<file path="config.mk">
export PLATFORM = sky130hd
export DESIGN_NAME = mem_wb_stage_flat
export DESIGN_NICKNAME = d
export VERILOG_FILES = /design/src/rtl/mem_wb_stage_if.sv /design/src/rtl/mem_wb_stage.sv /design/src/flat_wrapper.sv
export SDC_FILE = /design/constraint.sdc
export NUM_CORES = 1
export LEC_CHECK = 0
export CORE_AREA = 2 2 148 150
export DETAILED_ROUTE_END_ITERATION = 12
export DIE_AREA = 0 0 150 152
export PLACE_DENSITY = 0.74
export SYNTH_ARGS = -nofsm -noshare
export SYNTH_HDL_FRONTEND = slang
export SYNTH_SLANG_ARGS = --single-unit
export TNS_END_PERCENT = 50
</file>
<file path="constraint.sdc">
create_clock -name CLK -period 4.32 [get_ports CLK]
set_input_delay 1.08 -clock CLK [delete_from_list [all_inputs] [get_ports CLK]]
set_output_delay 1.08 -clock CLK [all_outputs]
set_load 0.02 [all_outputs]
</file>
<file path="src/rtl/mem_wb_stage_if.sv">
// Data-cache request/response bundle between the MEM stage and the data cache.
interface mem_wb_stage_if;
    logic [31:0] dmemaddr;
    logic [31:0] dmemstore;
    logic        dcREN;
    logic        dcWEN;
    logic        dhit;
    logic [31:0] dmemload;

    modport master (
        output dmemaddr, dmemstore, dcREN, dcWEN,
        input  dhit, dmemload
    );

    modport slave (
        input  dmemaddr, dmemstore, dcREN, dcWEN,
        output dhit, dmemload
    );
endinterface

</file>
<file path="src/rtl/mem_wb_stage.sv">
// Memory-access stage plus MEM/WB pipeline register.
// Holds a cache request until dhit. If a load completes while MEM/WB is
// frozen, its data is parked in a hold buffer so the access is not re-issued.
module mem_wb_stage #(
    parameter int CNT_W = 32
) (
    input  logic             CLK,
    input  logic             RST,
    mem_wb_stage_if.master   dc,
    input  logic [31:0]      result_EX_MEM,
    input  logic [31:0]      dmemstore_EX_MEM,
    input  logic             dmemREN,
    input  logic             dmemWEN,
    input  logic             WEN_EX_MEM,
    input  logic             halt_EX_MEM,
    input  logic [1:0]       reg_dest_EX_MEM,
    input  logic [4:0]       Rt_EX_MEM,
    input  logic [4:0]       Rd_EX_MEM,
    input  logic [31:0]      imemaddr_EX_MEM,
    input  logic [31:0]      instruction_EX_MEM,
    input  logic             enable_MEM_WB,
    input  logic             flush_MEM_WB,
    output logic             stall_MEM,
    output logic [31:0]      wdat_MEM_WB,
    output logic [4:0]       wsel_MEM_WB,
    output logic             WEN_MEM_WB,
    output logic             halt_MEM_WB,
    output logic [31:0]      imemaddr_MEM_WB,
    output logic [31:0]      instruction_MEM_WB,
    output logic [CNT_W-1:0] mem_stall_cnt
);

    typedef enum logic [1:0] {IDLE, WAIT, HOLD} state_t;

    state_t      state, state_nxt;
    logic [31:0] hold_buf;
    logic        req;
    logic        capture;
    logic        dc_ren, dc_wen;
    logic [31:0] wdat_nxt;
    logic [4:0]  wsel_nxt;

    // Halted instructions never touch memory.
    assign req          = (dmemREN | dmemWEN) & ~halt_EX_MEM;
    assign dc.dmemaddr  = result_EX_MEM;
    assign dc.dmemstore = dmemstore_EX_MEM;
    assign dc.dcREN     = dc_ren;
    assign dc.dcWEN     = dc_wen;

    // State register.
    always_ff @(posedge CLK) begin
        if (RST) state <= IDLE;
        else     state <= state_nxt;
    end

    // Next-state and cache request; HOLD suppresses the request because the
    // access already completed and its data sits in hold_buf.
    always_comb begin
        state_nxt = state;
        dc_ren    = 1'b0;
        dc_wen    = 1'b0;
        stall_MEM = 1'b0;
        capture   = 1'b0;
        case (state)
            IDLE, WAIT: begin
                dc_ren    = dmemREN & req;
                dc_wen    = dmemWEN & req;
                stall_MEM = req & ~dc.dhit;
                if (req && !dc.dhit) begin
                    state_nxt = WAIT;
                end else if (req && dc.dhit && !enable_MEM_WB) begin
                    capture   = 1'b1;
                    state_nxt = HOLD;
                end else begin
                    state_nxt = IDLE;
                end
            end
            HOLD: begin
                if (enable_MEM_WB) state_nxt = IDLE;
            end
            default: state_nxt = IDLE;
        endcase
    end

    // Write-back data and destination select.
    always_comb begin
        wdat_nxt = result_EX_MEM;
        if (dmemREN) wdat_nxt = (state == HOLD) ? hold_buf : dc.dmemload;
        case (reg_dest_EX_MEM)
            2'd1:    wsel_nxt = Rd_EX_MEM;
            2'd2:    wsel_nxt = 5'd31;
            default: wsel_nxt = Rt_EX_MEM;
        endcase
    end

    // Hold buffer for load data that completed while MEM/WB was frozen.
    always_ff @(posedge CLK) begin
        if (RST)          hold_buf <= '0;
        else if (capture) hold_buf <= dc.dmemload;
    end

    // MEM/WB register: flush beats load; halt is sticky until reset.
    always_ff @(posedge CLK) begin
        if (RST) begin
            wdat_MEM_WB        <= '0;
            wsel_MEM_WB        <= '0;
            WEN_MEM_WB         <= 1'b0;
            halt_MEM_WB        <= 1'b0;
            imemaddr_MEM_WB    <= '0;
            instruction_MEM_WB <= '0;
        end else if (flush_MEM_WB) begin
            wdat_MEM_WB        <= '0;
            wsel_MEM_WB        <= '0;
            WEN_MEM_WB         <= 1'b0;
            imemaddr_MEM_WB    <= '0;
            instruction_MEM_WB <= '0;
        end else if (enable_MEM_WB && !stall_MEM) begin
            wdat_MEM_WB        <= wdat_nxt;
            wsel_MEM_WB        <= wsel_nxt;
            WEN_MEM_WB         <= WEN_EX_MEM;
            halt_MEM_WB        <= halt_MEM_WB | halt_EX_MEM;
            imemaddr_MEM_WB    <= imemaddr_EX_MEM;
            instruction_MEM_WB <= instruction_EX_MEM;
        end
    end

    // Saturating count of memory-stall cycles.
    always_ff @(posedge CLK) begin
        if (RST)                               mem_stall_cnt <= '0;
        else if (stall_MEM && !(&mem_stall_cnt)) mem_stall_cnt <= mem_stall_cnt + CNT_W'(1);
    end

endmodule

</file>
<file path="src/flat_wrapper.sv">
// flat-port wrapper written by rule: the top's interface ports become plain ports
module mem_wb_stage_flat 
#(
    parameter int CNT_W = 32
)
  (CLK, RST, result_EX_MEM, dmemstore_EX_MEM, dmemREN, dmemWEN, WEN_EX_MEM, halt_EX_MEM, reg_dest_EX_MEM, Rt_EX_MEM, Rd_EX_MEM, imemaddr_EX_MEM, instruction_EX_MEM, enable_MEM_WB, flush_MEM_WB, stall_MEM, wdat_MEM_WB, wsel_MEM_WB, WEN_MEM_WB, halt_MEM_WB, imemaddr_MEM_WB, instruction_MEM_WB, mem_stall_cnt, dc_dmemaddr, dc_dmemstore, dc_dcREN, dc_dcWEN, dc_dhit, dc_dmemload);
  mem_wb_stage_if dc_i ();
  input  logic CLK;
  input  logic RST;
  input  logic [31:0] result_EX_MEM;
  input  logic [31:0] dmemstore_EX_MEM;
  input  logic dmemREN;
  input  logic dmemWEN;
  input  logic WEN_EX_MEM;
  input  logic halt_EX_MEM;
  input  logic [1:0] reg_dest_EX_MEM;
  input  logic [4:0] Rt_EX_MEM;
  input  logic [4:0] Rd_EX_MEM;
  input  logic [31:0] imemaddr_EX_MEM;
  input  logic [31:0] instruction_EX_MEM;
  input  logic enable_MEM_WB;
  input  logic flush_MEM_WB;
  output logic stall_MEM;
  output logic [31:0] wdat_MEM_WB;
  output logic [4:0] wsel_MEM_WB;
  output logic WEN_MEM_WB;
  output logic halt_MEM_WB;
  output logic [31:0] imemaddr_MEM_WB;
  output logic [31:0] instruction_MEM_WB;
  output logic [CNT_W-1:0] mem_stall_cnt;
  output wire logic [$bits(dc_i.dmemaddr)-1:0] dc_dmemaddr;
  output wire logic [$bits(dc_i.dmemstore)-1:0] dc_dmemstore;
  output wire logic [$bits(dc_i.dcREN)-1:0] dc_dcREN;
  output wire logic [$bits(dc_i.dcWEN)-1:0] dc_dcWEN;
  input wire logic [$bits(dc_i.dhit)-1:0] dc_dhit;
  input wire logic [$bits(dc_i.dmemload)-1:0] dc_dmemload;
  assign dc_dmemaddr = dc_i.dmemaddr;
  assign dc_dmemstore = dc_i.dmemstore;
  assign dc_dcREN = dc_i.dcREN;
  assign dc_dcWEN = dc_i.dcWEN;
  assign dc_i.dhit = dc_dhit;
  assign dc_i.dmemload = dc_dmemload;
  mem_wb_stage #(.CNT_W(CNT_W)) u_core (.CLK(CLK), .RST(RST), .dc(dc_i), .result_EX_MEM(result_EX_MEM), .dmemstore_EX_MEM(dmemstore_EX_MEM), .dmemREN(dmemREN), .dmemWEN(dmemWEN), .WEN_EX_MEM(WEN_EX_MEM), .halt_EX_MEM(halt_EX_MEM), .reg_dest_EX_MEM(reg_dest_EX_MEM), .Rt_EX_MEM(Rt_EX_MEM), .Rd_EX_MEM(Rd_EX_MEM), .imemaddr_EX_MEM(imemaddr_EX_MEM), .instruction_EX_MEM(instruction_EX_MEM), .enable_MEM_WB(enable_MEM_WB), .flush_MEM_WB(flush_MEM_WB), .stall_MEM(stall_MEM), .wdat_MEM_WB(wdat_MEM_WB), .wsel_MEM_WB(wsel_MEM_WB), .WEN_MEM_WB(WEN_MEM_WB), .halt_MEM_WB(halt_MEM_WB), .imemaddr_MEM_WB(imemaddr_MEM_WB), .instruction_MEM_WB(instruction_MEM_WB), .mem_stall_cnt(mem_stall_cnt));
endmodule
</file>
Word-level counts from Yosys, hierarchy flattened

Index checks and enable logic that the tools add are counted.

Output and inout bits: 202
Bits in registers: 169
Input port bits: 181
Logic and storage cells: 51

Mux-type cells: 13
Add/subtract/negate cells: 1
Reductions and logical operators: 14
Bitwise logic cells: 9
Eq/ne operators: 5

Operators with widths:

| operator                | number |
|---|---|
| $mux W32                | 2 |
| $add A32 B1 Y32 const B | 1 |
| $reduce_and A32 Y1      | 1 |
| $pmux W5 S2             | 1 |
| $mux W1                 | 6 |
| $mux W2                 | 3 |
| $logic_and A1 B1 Y1     | 5 |
| $and A1 B1 Y1           | 4 |
| $eq A2 B1 Y1 const B    | 2 |
| $eq A2 B2 Y1 const B    | 2 |
| $logic_not A1 Y1        | 4 |
| $pmux W2 S2             | 1 |
| $reduce_or A2 Y1        | 2 |
| $not A1 Y1              | 3 |
| $logic_not A2 Y1        | 1 |
| $ne A2 B2 Y1 const B    | 1 |
| $or A1 B1 Y1            | 2 |
| $reduce_and A2 Y1       | 1 |

Longest topological paths before layout

Gate-level depths: netlist of the first run.

Depth in word-level cells: 7
Depth in mapped cells: 8
Gate-level depth less buffers: 6

Worst setup path before layout of the first run

No wires, ideal clock.

Kind: in2out
Start: input dc_dhit
End: output stall_MEM
Arrival time: 1.896 ns
Slack: 1.344 ns
Required time: 3.240 ns
Buffers on the path: 1
Stages on the path: 3
Cells stage by stage: or4_1 clkbuf_1 inv_2

Cells in the longest elaborated chain, start to end: 3

Ends and longest elaborated chain:

| item            | RTL line           | text |
|---|---|---|
| start, declared | flat_wrapper.sv:35 | `input wire logic [$bits(dc_i.dhit)-1:0] dc_dhit;` |
| $not A1 Y1      | mem_wb_stage.sv:68 | `stall_MEM = req & ~dc.dhit;` |
| $and A1 B1 Y1   | mem_wb_stage.sv:68 |  |
| $mux W1         | mem_wb_stage.sv:64 | `case (state)` |
| end, declared   | flat_wrapper.sv:23 | `output logic stall_MEM;` |

No other way between the ends.

Worst setup path in the final report of the first run

Ends and elaborated chain as after synthesis.

==> impl_metrics.csv, run 1 <==
group,metric,value,unit
setup_path,reg2reg_to,"u_core.mem_stall_cnt[9]",
pwr,switchingPower,0.982,mW
setup_path,crit_start,"dc_dhit",
logic_synthesis,yosys.area_share.simple,0.222,
flow_run,max_cap_violations,0,
drt,antenna_left,0,
die,dieWidth,150,um
cts,insertion_delay,0.42,ns
logic_synthesis,synth_cells,962,
cts,numCtsBuffers,17,
sta,finClkSkew,0.0113,ns
setup_path,path_class,"in -> out",
die,pin_count,383,
logic_synthesis,ys_warn_count,0,
sta,tns,0,ns
logic_synthesis,syn_area_per_cell,7.81,um2
layout,diodes,0,
logic_synthesis,synth_cell_types,46,
sta,fin_hold_ws,0.452,ns
cts,cts_tree,"done",
cts,cts_hold_buffers,0,
drt,drt-total-wl,23600,um
logic_synthesis,syn-cell-area,7510,um2
global_routing,grt_max_degree,75,
place,place_ws,0.387,ns
logic_synthesis,ys_ff_latch,169,
pwr,p_comb_frac,0.148,
die,fp.dieH,152,um
pwr,p_seq_frac,0.446,
cts,clock_sinks,169,
place,postPlaceCellArea,10400,um2
die,initial_utilization,0.352,
setup_path,r2r_setup_slack,1.59,ns
drt,routedWlPerCell,16.0,um
logic_synthesis,synth-async-reset-ratio,0,
sta,rsz0062_at_grt,"false",
cts,cts_setup_buffers,0,
layout,mostFrequentLayoutCells,"clkdlybuf4s50_1 (316), nand2_1 (288), dfxtp_1 (169)",
global_routing,track_usage,0.199,
sta,final.period_utilization,0.916,
global_routing,antenna_found_initial,0,
sta,setup_viol,0,
die,core-area,21400,um2
layout,nets,1367,
logic_synthesis,synth_mux_area_frac,0.0456,
setup_path,critPathRequiredTime,3.24,ns
cts,cts-root-buf,"clkbuf_16",
sta,worst_slew_pin_slew,0.995,ns
global_routing,overflow,0,
logic_synthesis,ys_seq_area_frac,0.450,
pwr,swShare,0.270,
drt,drc_errors,0,
place,hpwl,16500,um
cts,h-tree-depth,4,
setup_path,timing.rr.start,"u_core.mem_stall_cnt[20]",
place,gp_congestion,0.805,
pwr,powerDensity,330,nW/um2
setup_path,cp-end-kind,"output pin",
die,core.rowCount,54,
sta,setup_ws,0.363,ns
place,port_buffers,318,
logic_synthesis,synth_top_flop_cell,"dfxtp_1",
sta,final_max_slew_viol_count,0,
logic_synthesis,syn-num-nets,1146,
layout,final_common_cell,"clkdlybuf4s50_1",
drt,dr.pass1.iters,4,
status,status,"completed",
global_routing,grt_pass1_vias,6603,
pwr,leakagePower,3.94,nW
sta,hold_violations,0,
pwr,p_total,3.63,mW
setup_path,arrival,2.88,ns
logic_synthesis,synth_xor_area_frac,0.00816,
layout,area_growth,46.6,%
drt,viasPerCell,4.95,
cts,clock_path_buffers,2,
drt,first_iter_violations,313,
pwr,p_int,2.65,mW
logic_synthesis,synth_top_family_by_area,"simple AND/OR/NAND/NOR gates",
setup_path,crit_path_start_kind,"input pin",
layout,design_area,11000,um2
cts,clk_pin_slew,0.06,ns
sta,max_slew_margin,0.331,
layout,drive_gt1_frac,0.0510,
logic_synthesis,synth_fa_ha_area_frac,0.00500,
logic_synthesis,synth-compound-area-share,0.168,
cts,cts_resized,0,
sta,max_freq,253,MHz
sta,period_needed,3.96,ns
min_path,hp-class,"reg -> reg",
logic_synthesis,synth_edf_count,0,
die,dieArea,22800,um2
setup_path,rr_worst_depth,5,
pwr,p_clk_frac,0.406,
global_routing,grt_first_pass_wirelength,35900,um
setup_path,crit_fanout,6,
setup_path,setup.worst_path.end,"stall_MEM",
pwr,ir_drop,0.239,mV
drt,vias,7297,
## logic make-up (layout without fill, tap and decap cells)
group | count (synthesis) | count (layout)
AO/OA/AOI/OAI | 229 | 229
buffers and inverters | 135 | 368
multiplexers | 34 | 34
flip-flops | 169 | 169
XOR/XNOR | 7 | 7
AND/OR/NAND/NOR | 385 | 385
adder cells (fa/ha/maj) | 3 | 3
## worst max-delay path, stage by stage
cell             delay, ns
clkdlybuf4s50_1       0.45
or4_1                 0.58
inv_2                 0.14
clkdlybuf4s50_1       0.63
## routing by layer
metal,track usage,share of wire,vias to the layer above
li1,-,-,3639
met1,0.253,0.43,3376
met2,0.333,0.49,241
met3,0.0459,0.069,41
met4,0.0611,0.019,0
met5,0,0,-
## synthesized netlist by cell type (4+ instances only)
library cell  number  area [um2]
o31ai_1            4        30.0
xnor2_1            5        43.8
nand2_1          289        1080
dfxtp_1          169        3380
or4_1              8        60.1
nand3_1            7        35.0
o211ai_1          33         248
nor2_1            24        90.1
inv_1              7        26.3
nand4_1           14        87.6
clkbuf_1          58         218
mux2i_1           32         320
a21oi_1          162         811
nor3_1             4        20.0
buf_4             64         480
or3_1             15        93.8
o21ai_0           22         110
## stage by stage
| step | util | std cells |
|---|---|---|
| after floorplan | - | 962 |
| after global placement | 0.489 | 1444 |
| after detailed placement | 0.489 | 1444 |
| after CTS | 0.516 | 1475 |
| after global routing | 0.516 | 1475 |
| final | 0.516 | 1475 |
## how the worst min path moves through the flow
| stage | start | to | slack, ns | depth (start not counted) |
|---|---|---|---|---|
| 6_report | u_core.hold_buf[13] | u_core.hold_buf[13] | 0.45 | 2 |
| 5_1_grt | u_core.wdat_MEM_WB[22] | u_core.wdat_MEM_WB[22] | 0.47 | 2 |
| 4_1_cts | u_core.hold_buf[22] | u_core.hold_buf[22] | 0.45 | 2 |
| 3_5_place_dp | u_core.instruction_MEM_WB[15] | u_core.instruction_MEM_WB[15] | 0.45 | 2 |
| 3_3_place_gp | u_core.hold_buf[22] | u_core.hold_buf[22] | 0.44 | 2 |
| 2_1_floorplan | u_core.hold_buf[0] | u_core.hold_buf[0] | 0.44 | 2 |
## sequential cells by signal, indices dropped and copies added, names as in the netlist
name / flops
u_core.WEN_MEM_WB: 1
u_core.halt_MEM_WB: 1
u_core.wsel_MEM_WB: 5
u_core.mem_stall_cnt: 32
u_core.imemaddr_MEM_WB: 32
u_core.state: 2
u_core.hold_buf: 32
u_core.instruction_MEM_WB: 32
u_core.wdat_MEM_WB: 32
## power by group through the flow
stage | registers (mW) | clock network [mW] | logic, mW
6_report | 1.62 | 1.47 | 0.539
5_1_grt | 1.63 | 1.57 | 0.583
4_1_cts | 1.62 | 1.51 | 0.544
3_5_place_dp | 1.66 | 0 | 0.542
3_3_place_gp | 1.65 | 0 | 0.538
2_1_floorplan | 1.70 | 0 | 0.260
## final cells by class
type,instances,area [um2]
Inverter,8,30.0
Sequential cell,169,3380
Clock buffer,19,453
Timing Repair Buffer,329,3290
Multi-Input combinational cell,658,3390
Tap cell,280,350
Clock inverter,12,108
Fill cell,2056,10300
Note: power is estimated with default switching activity, not from simulation.
==> run 2: changes to the inputs <==
SKIP_LAST_GASP = 1   (was unset)
==> results of run 2 <==
Same layout as run 1: the final DEF is identical, and so are final timing and power.
==> run 3: changes to the inputs <==
RECOVER_POWER = 25   (was unset)
==> impl_metrics.csv, run 3 (same netlist as run 1, synthesis figures left out) <==
group,metric,value,unit
setup_path,path_delay_family,"buffers and inverters",
die,pin_count,383,
global_routing,antenna_found_initial,0,
setup_path,path_buf_inv,3,
sta,finClkSkew,0.0113,ns
layout,post-route-util,0.515,
flow_run,max_cap_violations,1,
setup_path,arrival,2.99,ns
drt,routedWlPerCell,16.0,um
sta,setup_viol,0,
layout,mostFrequentLayoutCells,"clkdlybuf4s50_1 (289), nand2_1 (288), dfxtp_1 (169)",
layout,area_growth,46.5,%
min_path,hp-class,"reg -> reg",
drt,viasPerCell,4.94,
pwr,powerDensity,330,nW/um2
global_routing,grt_pass1_vias,6603,
die,core.rowCount,54,
layout,diodes,0,
die,dieWidth,150,um
drt,vias,7291,
die,initial_utilization,0.352,
place,place_ws,0.387,ns
place,postPlaceCellArea,10400,um2
layout,drive_gt1_frac,0.0502,
status,status,"finished, violations left",
sta,max_freq,246,MHz
sta,worst_slew_pin_slew,1.76,ns
layout,final_common_cell,"clkdlybuf4s50_1",
pwr,leakagePower,4.01,nW
global_routing,grt_max_degree,75,
sta,final.period_utilization,0.941,
setup_path,critPathRequiredTime,3.24,ns
global_routing,track_usage,0.199,
layout,design_area,11000,um2
drt,antenna_left,0,
pwr,p_total,3.63,mW
cts,insertion_delay,0.42,ns
cts,cts-root-buf,"clkbuf_16",
place,gp_congestion,0.805,
cts,cts_hold_buffers,0,
drt,drc_errors,0,
global_routing,overflow,0,
setup_path,path_class,"in -> out",
sta,tns,0,ns
drt,first_iter_violations,307,
cts,h-tree-depth,4,
die,dieArea,22800,um2
sta,hold_violations,0,
layout,fin_cells,1475,
place,hpwl,16500,um
setup_path,slowest_delay,0.62,ns
cts,clock_sinks,169,
setup_path,crit_path_top_delay_cell,"clkdlybuf4s50_1",
sta,setup_ws,0.254,ns
setup_path,crit_path_start_kind,"input pin",
cts,numCtsBuffers,17,
setup_path,cp-end-kind,"output pin",
pwr,ir_drop,0.239,mV
sta,fin_hold_ws,0.450,ns
setup_path,crit_chain,"dlygate4sd3_1, or4_1, inv_2, clkdlybuf4s50_1",
cts,cts_setup_buffers,0,
cts,clk_pin_slew,0.07,ns
setup_path,crit_fanout,6,
status,violations,"capacitance limit, slew limit",
layout,nets,1367,
die,core-area,21400,um2
cts,clock_path_buffers,2,
sta,final_max_slew_viol_count,34,
place,port_buffers,318,
sta,rsz0062_at_grt,"false",
drt,dr.pass1.iters,4,
die,fp.dieH,152,um
sta,period_needed,4.07,ns
global_routing,grt_first_pass_wirelength,35900,um
drt,drt-total-wl,23500,um
cts,cts_resized,0,
place,dpl.cell_count,1444,
cts,cts_tree,"done",
sta,max_slew_margin,-0.176,
[run 3: changes by cell type in the layout (fill, tap and decap cells not counted), sizes merged]
cell	change
clkdlybuf4s50	-27
clkbuf	+1
buf	-1
dlygate4sd3	+27
[run 3: area by class of cell]
cell class	count	area, um2
Clock buffer	19	453
Inverter	8	30.0
Multi-Input combinational cell	658	3390
Fill cell	2055	10300
Sequential cell	169	3380
Timing Repair Buffer	329	3290
Clock inverter	12	108
Tap cell	280	350
[run 3: final timing paths]
check,start,end,slack [ns],cells after the start
worst max-delay path,halt_EX_MEM,stall_MEM,0.25,4
worst min register to register,u_core.wsel_MEM_WB[4],u_core.wsel_MEM_WB[4],0.45,2
worst max register to register,u_core.mem_stall_cnt[20],u_core.mem_stall_cnt[9],1.61,5
worst min-delay path,u_core.wsel_MEM_WB[4],u_core.wsel_MEM_WB[4],0.45,2
[run 3: routing by layer]
metal  share of wire  up-vias  GRT usage
met2            0.49      228      0.333
met5               0        -          0
li1                -     3643          -
met1            0.43     3379      0.253
met3           0.067       41     0.0459
met4           0.019        0     0.0611
[run 3: worst min-delay path: cells and delay by family, from the launching register on]
kind	cells	cell delay, ns
compound gates	1	0.05
flops	1	0.31
simple gates	1	0.05
[run 3: power by group]
group / switching [mW] / total (mW) / internal, mW / leakage [nW]
Clock: 0.689 / 1.47 / 0.784 / 0.271
Combinational: 0.271 / 0.536 / 0.265 / 2.37
Sequential: 0.0204 / 1.62 / 1.60 / 1.37
==> patch: new RTL, settings of run 2 <==
Re-encode `state_t` (3 states) as one-hot, 3 bits wide.
--- a/src/rtl/mem_wb_stage.sv
+++ b/src/rtl/mem_wb_stage.sv
@@ -30,7 +30,7 @@
     output logic [CNT_W-1:0] mem_stall_cnt
 );
 
-    typedef enum logic [1:0] {IDLE, WAIT, HOLD} state_t;
+    typedef enum logic [2:0] {IDLE = 3'b001, WAIT = 3'b010, HOLD = 3'b100} state_t;
 
     state_t      state, state_nxt;
     logic [31:0] hold_buf;
Formal check against the unedited RTL: same outputs for any inputs over 4 cycles, from zero or initial values and one cycle with RST high; so few cycles prove little.
==> patch against run 2 <==
Sequential cell count rose by 1. Final cell count barely moved. Final area rose by 1.4%. Worst setup slack got worse by 0.10 ns. Critical path type unchanged. Area after synthesis rose by 1.1%. Wire length rose by 0.21%. Count of clock-buffer cells in the layout did not move. Total power rose by 3.3%. Largest cell class unchanged.
==> patch: results (changes against run 2) <==
Wirelength per Cell -> 16.02 um (+0.14%)
Worst VDD drop -> 0.2284 mV (-4.3%)
Yosys cell types -> 49 (+6.5%)
Commonest cells post-synth -> nand2_1, dfxtp_1, a21oi_1
worst slew pin tran -> 1.100 ns (+0.1057 ns)
Total GRT Usage -> 0.2015 (+0.002430)
first-pass GRT wire length -> 36540 um (+1.8%)
I/O Buffers -> 318 (unchanged)
antenna violations before repair -> 0 (unchanged)
n_diodes -> 0 (unchanged)
crit-path max FO -> 3 (-3)
Final Skew -> 0.01074 ns (-0.0005325 ns)
postcts setup bufs -> 0 (unchanged)
total CTS buffers -> 17 (unchanged)
clk root buf -> clkbuf_16
Max H-tree Level -> 4 (unchanged)
sw frac -> 0.2622 (-0.008020)
ANT nets after route -> 0 (unchanged)
final HPWL from detailed placement -> 16790 um (+1.5%)
outcome -> finished, final reports clean
Mapped Nets -> 1146 (unchanged)
vias per cell -> 4.937 (-0.20%)
Fill cells -> 2051 (-0.24%)
Hold Path Class -> flop to flop
Warnings, synthesis -> 0 (unchanged)
CTS clk-pin slew, worst paths -> 0.06 ns (about the same)
most area-consuming cells after synthesis -> dfxtp_1, nand2_1, a21oi_1
share of layout cells above drive strength 1 -> 0.05100 (about the same)
Clock Tree Buf Depth -> 2 (unchanged)
vias in the first global route -> 6859 (+3.9%)
pin count of the biggest net entering global routing -> 71 (-5.3%)
P_leak -> 0.003756 uW (-4.6%)
Worst EP arrival -> 2.98 ns (+0.10 ns)
DR pass1 iterations -> 5 (+1)
ys async rst share -> 0 (unchanged)
clk_lat worst skew -> 0.42 ns (about the same)
post-CTS sizing -> 0 (unchanged)
sequential area share after synthesis -> 0.4480 (-0.002484)
DR iter-0 viols -> 319 (+1.9%)
Final Wtd Congestion -> 0.8304 (+3.1%)
Setup Viol. Count Final -> 0 (unchanged)
final net count -> 1367 (unchanged)
==> patch: changes by cell type in the layout (fill, tap and decap cells not counted), moves of 4 or more <==
cell            run 2  this run
nand3_1             7        13
or3_1              15         5
inv_1               7        12
nand4_1            14         7
o21ai_0            22         9
a21oi_1           162       158
xnor2_1             5        11
==> patch: critical path: stages <==
cell,delay [ns]
clkdlybuf4s50_1,0.55
nor2_1,0.10
or4_4,0.53
clkinv_2,0.10
clkdlybuf4s50_1,0.61
==> patch: layout make-up <==
| type | instances | area share |
|---|---|---|
| clock buffers | 19 | 0.03968 |
| clock inverters | 13 | 0.01424 |
| inverters | 13 | 0.004484 |
| multi-input cells | 651 | 0.3096 |
| flip-flops and latches | 170 | 0.3049 |
| well taps | 280 | 0.03139 |
| repair buffers | 330 | 0.2957 |
==> patch: logic make-up after synthesis <==
family | synth area share
and+or+nand+nor | 0.2128
DFF | 0.4480
xor gates and xnor gates | 0.01268
buffers and inverters | 0.1044
muxes | 0.04661
AOI/OAI and AO/OA | 0.1706
adders and majority gates | 0.004941
==> patch: per-stage QoR <==
step	util	cell area (um2)	total power [uW]	instances	setup WS (ns)
final	0.5228	11160	3753	1476	0.2587
after global routing	0.5228	11160	3912	1476	0.1848
after CTS	0.5228	11160	3805	1476	0.2535
after detailed placement	0.4946	10560	2220	1444	0.2408
after global placement	0.4946	10560	2213	1444	0.2737
after floorplan	-	7597	1970	962	1.361
==> patch: power by group through the flow <==
stage	registers, uW	clock network, uW	logic, uW
final	1630	1570	547
after floorplan	1710	0	261
after CTS	1630	1620	553
after global placement	1670	0	546
after global routing	1640	1680	592
after detailed placement	1670	0	551
==> patch: final timing paths <==
| path | start | end | slack [ns] | depth (start not counted) |
|---|---|---|---|---|
| worst max-delay path | dmemWEN | stall_MEM | 0.26 | 5 |
| worst min-delay path | u_core.instruction_MEM_WB[23]$_SDFFE_PP0P_ | u_core.instruction_MEM_WB[23]$_SDFFE_PP0P_ | 0.45 | 2 |
| worst max register to register | u_core.state[0]$_SDFFE_PP1P_ | u_core.wdat_MEM_WB[27]$_SDFFE_PP0P_ | 1.55 | 7 |
| worst min register to register | u_core.instruction_MEM_WB[23]$_SDFFE_PP0P_ | u_core.instruction_MEM_WB[23]$_SDFFE_PP0P_ | 0.45 | 2 |
==> patch: layer usage <==
| metal | track usage | vias to the layer above | wire length [um] |
|---|---|---|---|
| met2 | 0.3444 | 230 | 11590 |
| li1 | - | 3637 | - |
| met1 | 0.2412 | 3380 | 9865 |
| met3 | 0.05826 | 40 | 1680 |
| met4 | 0.06649 | 0 | 503 |
| met5 | 0 | - | 0 |
